[src/rtl/fabric_uart_rx.sv]
// fabric_uart_rx
//   Fabric-side 8N1 UART receiver (LSB first) feeding a show-ahead receive FIFO
//   that the fabric drains with a valid/ready handshake.
//
// Ports
//   CLK         fabric clock, rising edge
//   RESET       synchronous, active-high reset
//   RXD         serial input, asynchronous to CLK, idle high
//   RX_DATA     byte at the FIFO head (meaningful while RX_VALID)
//   RX_VALID    FIFO not empty
//   RX_READY    consumer takes the head byte when RX_VALID & RX_READY
//   FIFO_COUNT  bytes currently held
//   FRAME_ERR   sticky: a stop bit was sampled low
//   OVERFLOW    sticky: a byte arrived while the FIFO was full
//   CLR_ERR     one-cycle pulse clearing both sticky flags
module fabric_uart_rx #(
    parameter int CLKS_PER_BIT = 868,
    parameter int FIFO_DEPTH   = 16
) (
    input  logic                          CLK,
    input  logic                          RESET,
    input  logic                          RXD,
    output logic [7:0]                    RX_DATA,
    output logic                          RX_VALID,
    input  logic                          RX_READY,
    output logic [$clog2(FIFO_DEPTH):0]   FIFO_COUNT,
    output logic                          FRAME_ERR,
    output logic                          OVERFLOW,
    input  logic                          CLR_ERR
);

    localparam int TW = $clog2(CLKS_PER_BIT) + 1;
    localparam int AW = $clog2(FIFO_DEPTH);
    localparam int CW = AW + 1;

    localparam logic [TW-1:0] T_HALF = TW'(CLKS_PER_BIT / 2 - 1);
    localparam logic [TW-1:0] T_FULL = TW'(CLKS_PER_BIT - 1);

    typedef enum logic [2:0] {
        S_IDLE,
        S_START,
        S_DATA,
        S_STOP,
        S_BREAK
    } state_t;

    // ------------------------------------------------------------------
    // Input synchroniser; presets to the idle level so reset never looks
    // like a start edge.
    // ------------------------------------------------------------------
    logic rxd_m, rxd_s, rxd_prev;

    always_ff @(posedge CLK) begin
        if (RESET) begin
            rxd_m    <= 1'b1;
            rxd_s    <= 1'b1;
            rxd_prev <= 1'b1;
        end else begin
            rxd_m    <= RXD;
            rxd_s    <= rxd_m;
            rxd_prev <= rxd_s;
        end
    end

    wire fall = rxd_prev & ~rxd_s;

    // ------------------------------------------------------------------
    // Frame FSM
    // ------------------------------------------------------------------
    state_t        state;
    logic [TW-1:0] timer;
    logic [2:0]    bitcnt;
    logic [7:0]    shreg;

    wire tick   = (timer == '0);
    wire push   = (state == S_STOP) && tick &&  rxd_s;
    wire fe_evt = (state == S_STOP) && tick && ~rxd_s;

    always_ff @(posedge CLK) begin
        if (RESET) begin
            state  <= S_IDLE;
            timer  <= '0;
            bitcnt <= '0;
            shreg  <= '0;
        end else begin
            case (state)
                S_IDLE: begin
                    if (fall) begin
                        timer <= T_HALF;
                        state <= S_START;
                    end
                end
                S_START: begin
                    if (tick) begin
                        if (rxd_s) begin
                            state <= S_IDLE;          // glitch, not a start bit
                        end else begin
                            timer  <= T_FULL;
                            bitcnt <= '0;
                            state  <= S_DATA;
                        end
                    end else begin
                        timer <= timer - 1'b1;
                    end
                end
                S_DATA: begin
                    if (tick) begin
                        shreg <= {rxd_s, shreg[7:1]};
                        timer <= T_FULL;
                        if (bitcnt == 3'd7) state  <= S_STOP;
                        else                bitcnt <= bitcnt + 1'b1;
                    end else begin
                        timer <= timer - 1'b1;
                    end
                end
                S_STOP: begin
                    if (tick) state <= rxd_s ? S_IDLE : S_BREAK;
                    else      timer <= timer - 1'b1;
                end
                S_BREAK: begin
                    // Hold off until the line returns high so a long break
                    // is not decoded as a stream of zero bytes.
                    if (rxd_s) state <= S_IDLE;
                end
                default: state <= S_IDLE;
            endcase
        end
    end

    // ------------------------------------------------------------------
    // Show-ahead receive FIFO
    // ------------------------------------------------------------------
    logic [7:0]    mem [FIFO_DEPTH];
    logic [AW-1:0] wr_ptr, rd_ptr;

    wire full   = (FIFO_COUNT == CW'(FIFO_DEPTH));
    wire pop    = RX_VALID & RX_READY;
    // A pop in the same cycle frees the slot, so a full FIFO still accepts.
    wire wr_en  = push & (~full | pop);
    wire ov_evt = push & full & ~pop;

    always_ff @(posedge CLK) begin
        if (RESET) begin
            for (int i = 0; i < FIFO_DEPTH; i++) mem[i] <= '0;
            wr_ptr     <= '0;
            rd_ptr     <= '0;
            FIFO_COUNT <= '0;
        end else begin
            if (wr_en) begin
                mem[wr_ptr] <= shreg;
                wr_ptr      <= wr_ptr + 1'b1;
            end
            if (pop) rd_ptr <= rd_ptr + 1'b1;
            case ({wr_en, pop})
                2'b10:   FIFO_COUNT <= FIFO_COUNT + 1'b1;
                2'b01:   FIFO_COUNT <= FIFO_COUNT - 1'b1;
                default: FIFO_COUNT <= FIFO_COUNT;
            endcase
        end
    end

    assign RX_DATA  = mem[rd_ptr];
    assign RX_VALID = (FIFO_COUNT != '0);

    // ------------------------------------------------------------------
    // Sticky flags; a new event wins over a simultaneous clear.
    // ------------------------------------------------------------------
    always_ff @(posedge CLK) begin
        if (RESET) begin
            FRAME_ERR <= 1'b0;
            OVERFLOW  <= 1'b0;
        end else begin
            FRAME_ERR <= (FRAME_ERR & ~CLR_ERR) | fe_evt;
            OVERFLOW  <= (OVERFLOW  & ~CLR_ERR) | ov_evt;
        end
    end

endmodule

[config.mk]
export PLATFORM = sky130hd
export DESIGN_NAME = fabric_uart_rx
export DESIGN_NICKNAME = d
export VERILOG_FILES = /design/src/rtl/fabric_uart_rx.sv
export SDC_FILE = /design/constraint.sdc
export NUM_CORES = 1
export LEC_CHECK = 0
export ABC_AREA = 1
export BUFFER_PORTS_ARGS = -buffer_cell sky130_fd_sc_hd__buf_2
export CAP_MARGIN = 20
export CELL_PAD_IN_SITES_DETAIL_PLACEMENT = 0
export CELL_PAD_IN_SITES_GLOBAL_PLACEMENT = 2
export CORE_MARGIN = 10
export CORE_UTILIZATION = 37
export DETAILED_ROUTE_END_ITERATION = 10
export PLACE_DENSITY_LB_ADDON = 0.25
export SYNTH_ARGS = -nofsm -noshare
export SYNTH_HDL_FRONTEND = slang
export SYNTH_SLANG_ARGS = --single-unit
[constraint.sdc]
create_clock -name CLK -period 2.4 [get_ports CLK]
set_clock_uncertainty 0.15 [all_clocks]
set_input_delay 0.36 -clock CLK [delete_from_list [all_inputs] [get_ports CLK]]
set_output_delay 0.36 -clock CLK [all_outputs]
set_load 0.1 [all_outputs]
After elaboration in Yosys (flattened, before gate mapping)
Memories as Yosys holds them, arrays and structs flattened. A register that Yosys moved wholly into a read port is not among the register bits.
Index checks and enable logic that the tools add are counted.
{"block": "op_classes", "n_addsub": 6, "n_eq_ne": 18, "mux": 31, "n_bitwise": 14, "n_reduce_logical": 14}
{"op": "two-way mux 11 bit", "count": 5}
{"op": "case mux 11 bit (4 select lines)", "count": 1}
{"op": "two-way mux 3 bit", "count": 11}
{"op": "inequality test 2 bit (second input constant)", "count": 9}
{"op": "case mux 3 bit (5 select lines)", "count": 1}
{"op": "two-way mux 4 bit", "count": 3}
{"op": "logical NOT 11 bit", "count": 1}
{"op": "subtractor 11 x 1 -> 11 bit (second input constant)", "count": 1}
{"op": "case mux 5 bit (2 select lines)", "count": 1}
{"op": "adder 4 x 1 -> 4 bit (second input constant)", "count": 2}
{"op": "two-way mux 8 bit", "count": 1}
{"op": "OR reduction 8 bit", "count": 1}
{"op": "AND 1 bit", "count": 7}
{"op": "== test 3 x 2 -> 1 bit (second input constant)", "count": 2}
{"op": "== test 3 bit (second input constant)", "count": 2}
{"op": "two-way mux 1 bit", "count": 6}
{"op": "case mux 3 bit (2 select lines)", "count": 1}
{"op": "AND reduction 6 bit", "count": 1}
{"op": "adder 5 x 1 -> 5 bit (second input constant)", "count": 1}
{"op": "== test 5 bit (second input constant)", "count": 1}
{"op": "AND reduction 5 bit", "count": 1}
{"op": "nonzero test 5 bit", "count": 1}
{"op": "subtractor 5 x 1 -> 5 bit (second input constant)", "count": 1}
{"op": "NOT 1 bit", "count": 4}
{"op": "13 further kinds", "count": 18}
{"block": "totals", "regBits": 43, "ram_bits": 128, "inputBits": 5, "output_inout_bits": 16, "word_cells": 96, "n_memories": 1}
{"memory": "mem", "words": 16, "word_bits": 8, "rd": 1, "rd_clocked_by_memory_dff": 1, "write_ports": 16, "line": "133", "source": "logic [7:0] mem [FIFO_DEPTH];"}

Depth between registers and ports, before layout
{"block": "depth", "ltp_word": 9, "mapped_depth": 17, "mapped_depth_nobuf": 17}

Least setup slack after synthesis
No wires, ideal clock.
{"block": "synth_timing", "kind": "register -> register", "start": "reg FIFO_COUNT[0]", "end": "reg FIFO_COUNT[4]", "setup_ns": 0.119, "arrival_ns": 3.460, "t_required_ns": 2.131, "path_slack_ns": -1.329, "stages_incl_launch_ff": 15, "n_path_buf": 0, "period_less_slack_ns": 3.729, "path_cell_list": "dfxtp_1 > nor2_1 > nand3_1 > nand2_1 > inv_1 > nand2_1 > inv_1 > ha_1 > a21o_1 > a31oi_1 > inv_1 > nand2_1 > nand3_1 > nand2_1 > nor2_1"}
{"block": "synth_between", "elab_chain_len": 6, "word_cells_on_any_way": 12, "cone_classes": "2 x add/sub; 3 x eq/ne; 1 x mux; 4 x bitwise; 2 x reduce/logical"}
{"item": "from (decl)", "line": "26", "source": "output logic [$clog2(FIFO_DEPTH):0] FIFO_COUNT,"}
{"item": "from (signal assigned)", "line": "155", "source": "2'b10: FIFO_COUNT <= FIFO_COUNT + 1'b1;"}
{"item": "from (signal assigned)", "line": "156", "source": "2'b01: FIFO_COUNT <= FIFO_COUNT - 1'b1;"}
{"item": "nonzero test 5 bit (*)", "line": "163", "source": "assign RX_VALID = (FIFO_COUNT != '0);"}
{"item": "net RX_VALID", "line": "24", "source": "output logic RX_VALID,"}
{"item": "AND 1 bit (*)", "line": "137", "source": "wire pop = RX_VALID & RX_READY;"}
{"item": "bitwise OR 1 bit", "line": "139", "source": "wire wr_en = push & (~full | pop);"}
{"item": "AND 1 bit", "line": "139"}
{"item": "== test 2 x 1 -> 1 bit / == test 2 bit (equally long branches)", "line": "154", "source": "case ({wr_en, pop})"}
{"item": "case mux 5 bit (2 select lines) / nonzero test 2 bit (equally long branches)"}
The timed path passes the listed nets; every way through them passes the cells marked *.
A chain may end at the register's enable or synchronous reset.

==> results.py <==
metrics = {
    "global_route": {
        "grt_overflow": 0,
        "grt_max_degree": 33,
        "antenna_found_initial": 0,
        "grtUsageTotal_pct": 14.2,
        "grt_pass1_vias": 5974,
        "grt_pass1_wl_microns": 31900,
    },
    "synth": {
        "synth_cells": 840,
        "synth_top_area_cell": "edfxtp_1",
        "synth_xor_area_share_pct": 0.966,
        "synth.ff_latch_count": 175,
        "syn_area_per_cell_sq_um": 9.71,
        "synth.area.top_cells": "edfxtp_1, dfxtp_1, nor2_1, o21ai_0, mux2i_1",
        "syn_area_sq_um": 8160,
        "synthMuxAreaShare_pct": 3.93,
        "synth_top_area_share_pct": 47.1,
        "synthSimpleGateAreaFrac_pct": 17.1,
        "ys_types": 36,
        "synth_compound_area_share_pct": 11.5,
        "synth_fp_nets": 858,
        "synthAdderAreaFrac_pct": 2.09,
        "yosysWarnings": 0,
        "yosysSeqAreaShare_pct": 58.6,
        "synth_top_family_by_area": "simple AND/OR/NAND/NOR gates",
    },
    "place": {
        "hpwl_microns": 14000,
        "post_dp_cell_area_sq_um": 9270,
        "dp_slack_ns": -0.0406,
        "portBuffers": 20,
        "place_congestion": 0.821,
    },
    "worst_hold_path": {
        "worstHoldPathCells": 4,
        "hp-class": "in2reg",
        "hold_path_end": "OVERFLOW",
        "hp-start": "CLR_ERR",
    },
    "worst_setup_path": {
        "crit-reg2reg-launch": "timer[1]",
        "reg2reg_to": "FIFO_COUNT[4]",
        "crit_required_ns": 1.89,
        "path_max_fanout": 18,
        "crit_chain": "buf_4, buf_16, a21oi_1, o21ai_0, o211ai_1, nand3_1, nand2_2, buf_12",
        "cp_slowest_cell": "dfxtp_4",
        "cp-end-kind": "output port",
        "cp_slowest_stage_delay_ns": 0.39,
        "arrival_ns": 2.00,
        "r2r_cells": 16,
        "start_kind": "flip-flop",
        "worstSetupPathType": "reg2out",
        "ff2ff_setup_slack_ns": 0.08,
    },
    "clock_tree": {
        "numCtsBuffers": 17,
        "root_buffer": "clkbuf_16",
        "cts_tree": "built",
        "cts.path.max_buffers": 2,
        "htreeDepth": 4,
        "cts_sinks": 175,
        "clk-insertion-delay-late_ns": 0.43,
        "cts.reportedPaths.clkPinSlew_ns": 0.07,
    },
    "die": {
        "dieArea_sq_um": 28400,
        "die_h_microns": 168,
        "num_rows": 54,
        "io_pins": 21,
        "start_util_pct": 37.5,
        "fp.dieW_microns": 168,
        "coreArea_sq_um": 21800,
    },
    "timing": {
        "drv_slew": 0,
        "setup_viol": 8,
        "worst_slack_ns": -0.115,
        "timing_hold_violations_final": 0,
        "tightest_slew_ns": 0.699,
        "post-route-min-period_ns": 2.51,
        "fmax_mhz": 398,
        "fin_crit_sh_pct": 105,
        "slew_headroom_pct": 53.1,
        "rsz0062_at_grt": "yes",
    },
    "finish": {
        "nets": 927,
        "area_growth_pct": 23.6,
        "drive_gt1_share_pct": 21.9,
        "diodes": 0,
        "mostFrequentLayoutCell": "nor2_1",
        "final_cell_mix": "nor2_1, edfxtp_1, inv_1",
        "stdcell_area_sq_um": 10100,
        "utilization_pct": 46.4,
    },
    "detailed_routing": {
        "wirelength_microns": 20000,
        "drcViolationCount": 0,
        "drt_iter0_markers": 274,
        "avgRoutedWirePerCell_microns": 16.6,
        "antenna_left": 0,
        "vias": 5926,
        "drt_pass1_iterations": 5,
        "via_per_inst": 4.93,
    },
    "power_and_ir_drop": {
        "leakage_nw": 3.80,
        "total_power_mw": 11.6,
        "peakVddDrop_mv": 0.967,
        "p_per_area_nw_per_um2": 1150,
    },
    "status": {
        "status": "complete, but fails checks",
        "violations": "setup timing",
    },
    "run": {
        "drv_cap": 0,
    },
}
what timing repair did:
action                                  in CTS  in global routing
hold buffers                                 1                  0
setup buffers                                3                  3
gates cloned                                 1                  0
pin swaps                                    7                 14
endpoints found under the setup margin      14                140
hold endpoints to repair                     1                  0
gates resized for setup                     15                 43
sequential cells by signal, summed over array words and instances (netlist names), named ones only:
signal and cells:
state 3, rd_ptr 4, rxd_m 1, timer 11, shreg 8, rxd_prev 1, bitcnt 3, FRAME_ERR 1
wr_ptr 4, FIFO_COUNT 5, rxd_s 1, OVERFLOW 1, mem 128
cells by family (layout without fill, tap and decap cells):
group | Yosys count | after routing
muxes | 32 | 32
and+or+nand+nor | 319 | 319
buffers and inverters | 125 | 207
xor gates and xnor gates | 9 | 9
DFF | 175 | 175
adders and majority gates | 13 | 13
AOI/OAI and AO/OA | 167 | 167
final cells by class:
class | instances | area (sq um)
clock buffers | 18 | 429
clock inverters | 14 | 155
fillers | 2065 | 11700
inverters | 89 | 339
multi-input cells | 540 | 3100
flip-flops and latches | 175 | 4810
well taps | 280 | 350
repair buffers | 86 | 907
power by group:
| group | internal [mW] | switching (mW) | total [mW] | leakage [nW] |
|---|---|---|---|---|
| clock | 1.55 | 1.21 | 2.76 | 0.284 |
| sequential | 3.52 | 0.242 | 3.77 | 1.71 |
| combinational | 1.86 | 3.23 | 5.09 | 1.81 |
cell usage after synthesis:
master / instances
buf_2: 4
nand3_1: 34
nor4_1: 1
nor2_8: 2
xor2_1: 5
nor2_2: 2
inv_1: 79
inv_2: 3
a21boi_0: 1
nand4_1: 2
fa_1: 1
mux2i_1: 32
xnor2_1: 4
a21o_1: 1
nand2_1: 73
nor2_1: 175
a31oi_1: 1
nand2_4: 1
a21oi_1: 59
nor2_4: 4
o31ai_1: 1
o21bai_1: 1
buf_1: 2
edfxtp_1: 128
o21ai_0: 67
nor3_1: 3
or2_2: 2
a211oi_1: 2
clkinv_1: 7
nand3_2: 3
o2111ai_1: 1
ha_1: 12
clkbuf_1: 30
o211ai_1: 33
dfxtp_1: 47
nand2_2: 17
worst max-delay path by stage:
stage	startpoint	to	depth (start not counted)
floorplan	FIFO_COUNT[3]	FIFO_COUNT[4]	13
global placement	timer[0]	FIFO_COUNT[4]	16
detailed placement	timer[0]	FIFO_COUNT[4]	14
CTS	flip-flop	RX_DATA[5]	7
global route	flip-flop	RX_DATA[6]	7
finish	flip-flop	RX_DATA[0]	8
per-layer routing:
metal | up-vias | wire length (microns) | part of all wire [%] | GRT usage [%]
met5 | - | 0 | 0 | 0
met4 | 0 | 379 | 1.9 | 5.11
met3 | 27 | 852 | 4.3 | 3.13
met2 | 116 | 10000 | 50 | 24.2
met1 | 2784 | 8740 | 44 | 17.3
li1 | 2999 | - | - | -
worst max-delay path: cells and delay by family, from the launching register on:
family,cells,cell delay (ns)
and+or+nand+nor,2,0.24
AOI/OAI and AO/OA,3,0.46
DFF,1,0.39
buffers and inverters,3,0.48
per-stage QoR:
stage | hold slack (ns) | cells | TNS, ns
after global routing | 0.0571 | 1202 | -1.94
after global placement | 0.249 | 1162 | -0.0212
after floorplan | 0.239 | 840 | -0.0788
final | 0.0547 | 1202 | -0.410
after detailed placement | 0.259 | 1162 | -0.0475
after CTS | 0.0391 | 1199 | -0.785
No activity file was read; power rests on OpenSTA's default activity.
